$ cat config.mk
export PLATFORM = sky130hd
export DESIGN_NAME = diff_freq_pack_tx
export DESIGN_NICKNAME = d
export VERILOG_FILES = /design/src/rtl/diff_freq_pack_tx.sv
export SDC_FILE = /design/constraint.sdc
export NUM_CORES = 1
export LEC_CHECK = 0
export CAP_MARGIN = 10
export CELL_PAD_IN_SITES_DETAIL_PLACEMENT = 1
export CELL_PAD_IN_SITES_GLOBAL_PLACEMENT = 1
export CORE_AREA = 2 2 89 108
export CTS_CLUSTER_DIAMETER = 200
export DETAILED_ROUTE_END_ITERATION = 12
export DIE_AREA = 0 0 91 110
export GPL_ROUTABILITY_DRIVEN = 0
export GPL_TIMING_DRIVEN = 0
export PLACE_DENSITY_LB_ADDON = 0.1
export SETUP_SLACK_MARGIN = 0.15
export SYNTH_ARGS = -nofsm -noshare
export SYNTH_HDL_FRONTEND = slang
export SYNTH_SLANG_ARGS = --single-unit
$ cat constraint.sdc
create_clock -name clk -period 4 [get_ports clk]
set_input_delay 0.6 -clock clk [delete_from_list [all_inputs] [get_ports clk]]
set_output_delay 0.6 -clock clk [all_outputs]
set_load 0.005 [all_outputs]
$ cat src/rtl/diff_freq_pack_tx.sv
// diff_freq_pack_tx: latches output/freq patterns and a control byte and
// streams them as one byte pack through a UART transmitter handshake.

module diff_freq_pack_tx #(
  parameter int DATA_BIT    = 32,
  parameter int PACK_NUM    = (DATA_BIT / 8) * 2 + 1,
  parameter int GAP_CYCLES  = 0,
  parameter int TIMEOUT_CYC = 0
) (
  input  logic                clk,
  input  logic                rst,
  input  logic                i_start,
  input  logic [DATA_BIT-1:0] i_output_pattern,
  input  logic [DATA_BIT-1:0] i_freq_pattern,
  input  logic [7:0]          i_ctrl,
  input  logic                i_tx_done_tick,
  output logic                o_tx_start,
  output logic [7:0]          o_tx_data,
  output logic                o_busy,
  output logic                o_done_tick,
  output logic                o_timeout
);

  localparam int NB = DATA_BIT / 8;
  localparam int SW = 2 * DATA_BIT + 8;
  localparam int IW = $clog2(PACK_NUM + 1);
  localparam int GW = (GAP_CYCLES > 0) ?
                      $clog2(GAP_CYCLES + 1) : 1;
  localparam int TW = (TIMEOUT_CYC > 0) ?
                      $clog2(TIMEOUT_CYC + 1) : 1;

  localparam bit GAP_EN = (GAP_CYCLES > 0);
  localparam bit TO_EN  = (TIMEOUT_CYC > 0);

  localparam logic [IW-1:0] IDX_LAST = IW'(PACK_NUM - 1);
  localparam logic [GW-1:0] GAP_LAST =
    GW'(GAP_EN ? GAP_CYCLES - 1 : 0);
  localparam logic [TW-1:0] TO_LAST =
    TW'(TO_EN ? TIMEOUT_CYC - 1 : 0);
  localparam logic [TW-1:0] TO_SAT = TW'(TIMEOUT_CYC);

  if (DATA_BIT < 8 || (DATA_BIT % 8) != 0 ||
      PACK_NUM != 2 * NB + 1) begin : g_bad_cfg
    $error("diff_freq_pack_tx: DATA_BIT must be a multiple of 8, PACK_NUM = 2*DATA_BIT/8+1");
  end

  typedef enum logic [2:0] {
    S_IDLE,
    S_SEND,
    S_WAIT,
    S_GAP,
    S_DONE
  } state_t;

  state_t        state_q;
  logic [IW-1:0] idx_q;
  logic [GW-1:0] gap_q;
  logic [TW-1:0] to_q;
  logic [SW-1:0] shift_q;
  logic [SW-1:0] shift_d;
  logic          start_q;
  logic          done_q;
  logic          tmo_q;

  logic accept;
  logic byte_ok;
  logic to_hit;

  assign accept  = (state_q == S_IDLE) && i_start;
  assign byte_ok = (state_q == S_WAIT) && i_tx_done_tick;
  // a done tick on the limit cycle wins over the timeout
  assign to_hit  = TO_EN && (state_q == S_WAIT) &&
                   !i_tx_done_tick && (to_q >= TO_LAST);

  // pack shifter: load on accepted start, drop one byte per completion
  always_comb begin
    shift_d = shift_q;
    if (accept) begin
      shift_d = {i_ctrl, i_freq_pattern, i_output_pattern};
    end else if (byte_ok) begin
      shift_d = shift_q >> 8;
    end
  end

  // pack shifter register
  always_ff @(posedge clk or posedge rst) begin
    if (rst) begin
      shift_q <= '0;
    end else begin
      shift_q <= shift_d;
    end
  end

  // framing FSM; to_q counts clocks since the current start pulse
  always_ff @(posedge clk or posedge rst) begin
    if (rst) begin
      state_q <= S_IDLE;
      idx_q   <= '0;
      gap_q   <= '0;
      to_q    <= '0;
      start_q <= 1'b0;
      done_q  <= 1'b0;
      tmo_q   <= 1'b0;
    end else begin
      start_q <= 1'b0;
      done_q  <= 1'b0;
      tmo_q   <= 1'b0;
      unique case (state_q)
        S_IDLE: begin
          if (accept) begin
            idx_q   <= '0;
            to_q    <= '0;
            start_q <= 1'b1;
            state_q <= S_SEND;
          end
        end
        S_SEND: begin
          if (to_q != TO_SAT) begin
            to_q <= to_q + TW'(1);
          end
          state_q <= S_WAIT;
        end
        S_WAIT: begin
          if (byte_ok) begin
            idx_q <= idx_q + IW'(1);
            if (idx_q == IDX_LAST) begin
              done_q  <= 1'b1;
              state_q <= S_DONE;
            end else if (GAP_EN) begin
              gap_q   <= '0;
              state_q <= S_GAP;
            end else begin
              to_q    <= '0;
              start_q <= 1'b1;
              state_q <= S_SEND;
            end
          end else if (to_hit) begin
            tmo_q   <= 1'b1;
            state_q <= S_IDLE;
          end else if (to_q != TO_SAT) begin
            to_q <= to_q + TW'(1);
          end
        end
        S_GAP: begin
          if (gap_q == GAP_LAST) begin
            to_q    <= '0;
            start_q <= 1'b1;
            state_q <= S_SEND;
          end else begin
            gap_q <= gap_q + GW'(1);
          end
        end
        S_DONE: begin
          state_q <= S_IDLE;
        end
        default: begin
          state_q <= S_IDLE;
        end
      endcase
    end
  end

  assign o_tx_start  = start_q;
  assign o_tx_data   = shift_q[7:0];
  assign o_busy      = (state_q != S_IDLE);
  assign o_done_tick = done_q;
  assign o_timeout   = tmo_q;

endmodule

==> impl_metrics.csv <==
group,metric,value,unit
floorplanning,dieArea,0.0100,mm2
run,maxCapViolations,0,
critical_path,worst_setup_path_start_kind,"primary input",
synth,syn_nets,431,
layout,layout-drive-gt1-share,0.0901,
critical_path,cp_max_fo,10,
worst_hold_path,holdCritPathClass,"flip-flop to flip-flop",
floorplanning,start_util,0.394,
run_status,outcome,"completed",
critical_path,crit_chain,"clkdlybuf4s50_1, nand4bb_1, buf_2, clkbuf_1, o22ai_1, a21oi_1",
routing,num_vias,2915,
critical_path,critPathMaxStageDelay,0.54,ns
layout,antenna_cells,0,
clocking,cts-buffers-inserted,9,
critical_path,end_kind,"flip-flop",
clocking,cts-hold-fix-buffers,0,
layout,finalInstanceArea,0.00478,mm2
power_and_ir_drop,power_density,693,mW/mm2
critical_path,crit_required,4.26,ns
clocking,cts_tree,"done",
synth,synthMuxAreaShare,0.00284,
critical_path,reg2reg_depth,5,
synth,synth_top_family_by_area,"compound AO/OA/AOI/OAI gates",
routing,drtAntennaViolNets,0,
clocking,clock_latency,0.35,ns
sta,period_minus_slack,2.15,ns
worst_hold_path,holdCritStartpoint,"shift_q[3]",
layout,layout_common_cells,"clkdlybuf4s50_1, dfrtp_1, inv_1, a21oi_1, o22ai_1",
routing,via_per_inst,5.07,
clocking,htreeDepth,3,
placed_design,dpl.hpwl,6900,um
routing,wire_per_inst,16.1,um
synth,synth-xor-area-share,0,
routing,dr.pass1.iters,4,
clocking,cts_resized,0,
global_route,first_global_vias,3174,
sta,setup_viol,0,
floorplanning,ioPinCount,88,
routing,remaining_drc_errors,0,
floorplanning,die-height,110,um
sta,fin_ws,1.85,ns
global_route,grt.total_usage,0.200,
synth,yosysSeqAreaShare,0.575,
sta,skew,0.00589,ns
floorplanning,core,0.00894,mm2
sta,tightestPinTransition,0.593,ns
synth,synth_compound_area_frac,0.246,
routing,drt-initial-drc-count,78,
global_route,grt_pass1_wl,15500,um
layout,final_nets,529,
sta,rsz0062_at_grt,"false",
critical_path,reg2reg_from,"state_q[2]",
power_and_ir_drop,irDropWorstVdd,253,uV
sta,hold_viol,0,
critical_path,r2r_slack,2.20,ns
placed_design,dpl-instance-area,0.00457,mm2
critical_path,crit_start,"i_tx_done_tick",
critical_path,endpoint,"shift_q[8]",
clocking,path_clk_slew,0.08,ns
clocking,post_cts_buffers,0,
power_and_ir_drop,power.total,3.31,mW
clocking,clockBufferDepth,2,
synth,ys_types,29,
layout,syn2layout_area_growth,35.5,%
layout,final_common_cell,"clkdlybuf4s50_1",
placed_design,dpl.cell_count,560,
layout,layoutNonFillerInstCount,575,
floorplanning,die-width,91,um
synth,syn_inst,353,
floorplanning,std_cell_rows,38,
global_route,grt_start_max_net_pins,63,
clocking,cts-root-buf,"clkbuf_8",
sta,maxSlewHeadroom,0.604,
sta,max_clock_freq,465,MHz
placed_design,pre_cts_slack,1.50,ns
synth,avgSynthCellArea,9.98,um2
clocking,clkSinkCount,81,
synth,synth_area,0.00352,mm2
placed_design,portBuffers,86,
global_route,overflow,0,
critical_path,worstReg2RegEnd,"shift_q[8]",
sta,timing.hold.ws,0.512,ns
synth,synth_simple_gate_area_frac,0.0369,
sta,slew_violations,0,
routing,drt_wl_total,9280,um
synth,synth_fa_ha_area_frac,0.00710,
critical_path,cp_slowest_cell,"clkdlybuf4s50_1",
sta,period_share,0.538,
power_and_ir_drop,p_leak,2.23,nW
critical_path,path_class,"primary input to flip-flop",
global_route,antenna_found_initial,0,
critical_path,arrival,2.42,ns
synth,yosys_warnings,0,
synth,synth-seq-cells,81,
registers in the layout, summed over array words and instances, names as in the netlist:
register,cells
idx_q,4
shift_q,72
o_done_tick,1
o_tx_start,1
state_q,3
cell families after synthesis:
logic type	after synthesis
mux	1
compound gates	145
other cells	1
flops	81
simple gates	23
buf+inv	100
fa+ha+maj	2
layout make-up:
type                       instances  area [um2]
sequential                        81        2030
multi-input combinational        172        1040
tap                              120         150
clock inverter                     3        65.1
timing repair buffer              87         888
fill                            1031        4160
clock buffer                      12         145
inverter                          68         258
buffer                            32         206
synthesized netlist by cell type:
| cell | number | area share |
|---|---|---|
| dfrtp_1 | 81 | 0.58 |
| inv_1 | 68 | 0.072 |
| a21oi_1 | 66 | 0.094 |
| o22ai_1 | 61 | 0.11 |
| clkbuf_1 | 11 | 0.012 |
| buf_4 | 9 | 0.019 |
| a22o_1 | 8 | 0.020 |
| nor2_1 | 7 | 0.0075 |
| buf_2 | 6 | 0.0085 |
| buf_6 | 6 | 0.019 |
| nand3_1 | 4 | 0.0057 |
| nand2_1 | 3 | 0.0032 |
| o22ai_2 | 3 | 0.011 |
| a21o_1 | 2 | 0.0043 |
| ha_1 | 2 | 0.0071 |
| o21ai_0 | 2 | 0.0028 |
| o31ai_1 | 2 | 0.0043 |
| conb_1 | 1 | 0.0011 |
| mux2i_1 | 1 | 0.0028 |
| nand2b_1 | 1 | 0.0018 |
| nand3b_1 | 1 | 0.0021 |
| nand4_1 | 1 | 0.0018 |
| nand4bb_1 | 1 | 0.0032 |
| nor3b_1 | 1 | 0.0021 |
| o211ai_1 | 1 | 0.0021 |
| or2_2 | 1 | 0.0018 |
| or3_1 | 1 | 0.0018 |
| or4_1 | 1 | 0.0021 |
| or4b_4 | 1 | 0.0039 |
report_power, final:
part	total [mW]	internal, mW	switching [mW]	leakage [nW]
clock network	0.651	0.365	0.286	0.106
registers	1.43	1.20	0.226	0.922
logic	1.23	0.595	0.633	1.20
total	3.31	2.16	1.14	2.23
worst max-delay path: cells and delay by family:
kind | cells | cell delay [ns]
AO/OA/AOI/OAI | 2 | 0.30
AND/OR/NAND/NOR | 1 | 0.23
buffers and inverters | 3 | 1.28
stage by stage:
step	TNS (ns)	utilization
after floorplan	0	-
after global placement	-9.63	0.507
after detailed placement	0	0.511
after CTS	0	0.534
after global routing	0	0.534
final	0	0.534
worst min path at each step:
stage / to / slack (ns) / cells after the start
floorplan: shift_q[68] / 0.47 / 1
global placement: shift_q[71] / 0.49 / 1
detailed placement: shift_q[64] / 0.50 / 1
CTS: shift_q[64] / 0.52 / 1
global route: shift_q[50] / 0.54 / 2
finish: shift_q[3] / 0.51 / 2
per-layer routing:
| layer | share of wire | wire length [um] | track usage | vias to the layer above |
|---|---|---|---|---|
| li1 | - | - | - | 1403 |
| met1 | 0.42 | 3880 | 0.235 | 1431 |
| met2 | 0.52 | 4790 | 0.363 | 69 |
| met3 | 0.051 | 474 | 0.0442 | 12 |
| met4 | 0.014 | 129 | 0.0682 | 0 |
| met5 | 0 | 0 | 0 | - |
Power figures use the tool's default switching activity.
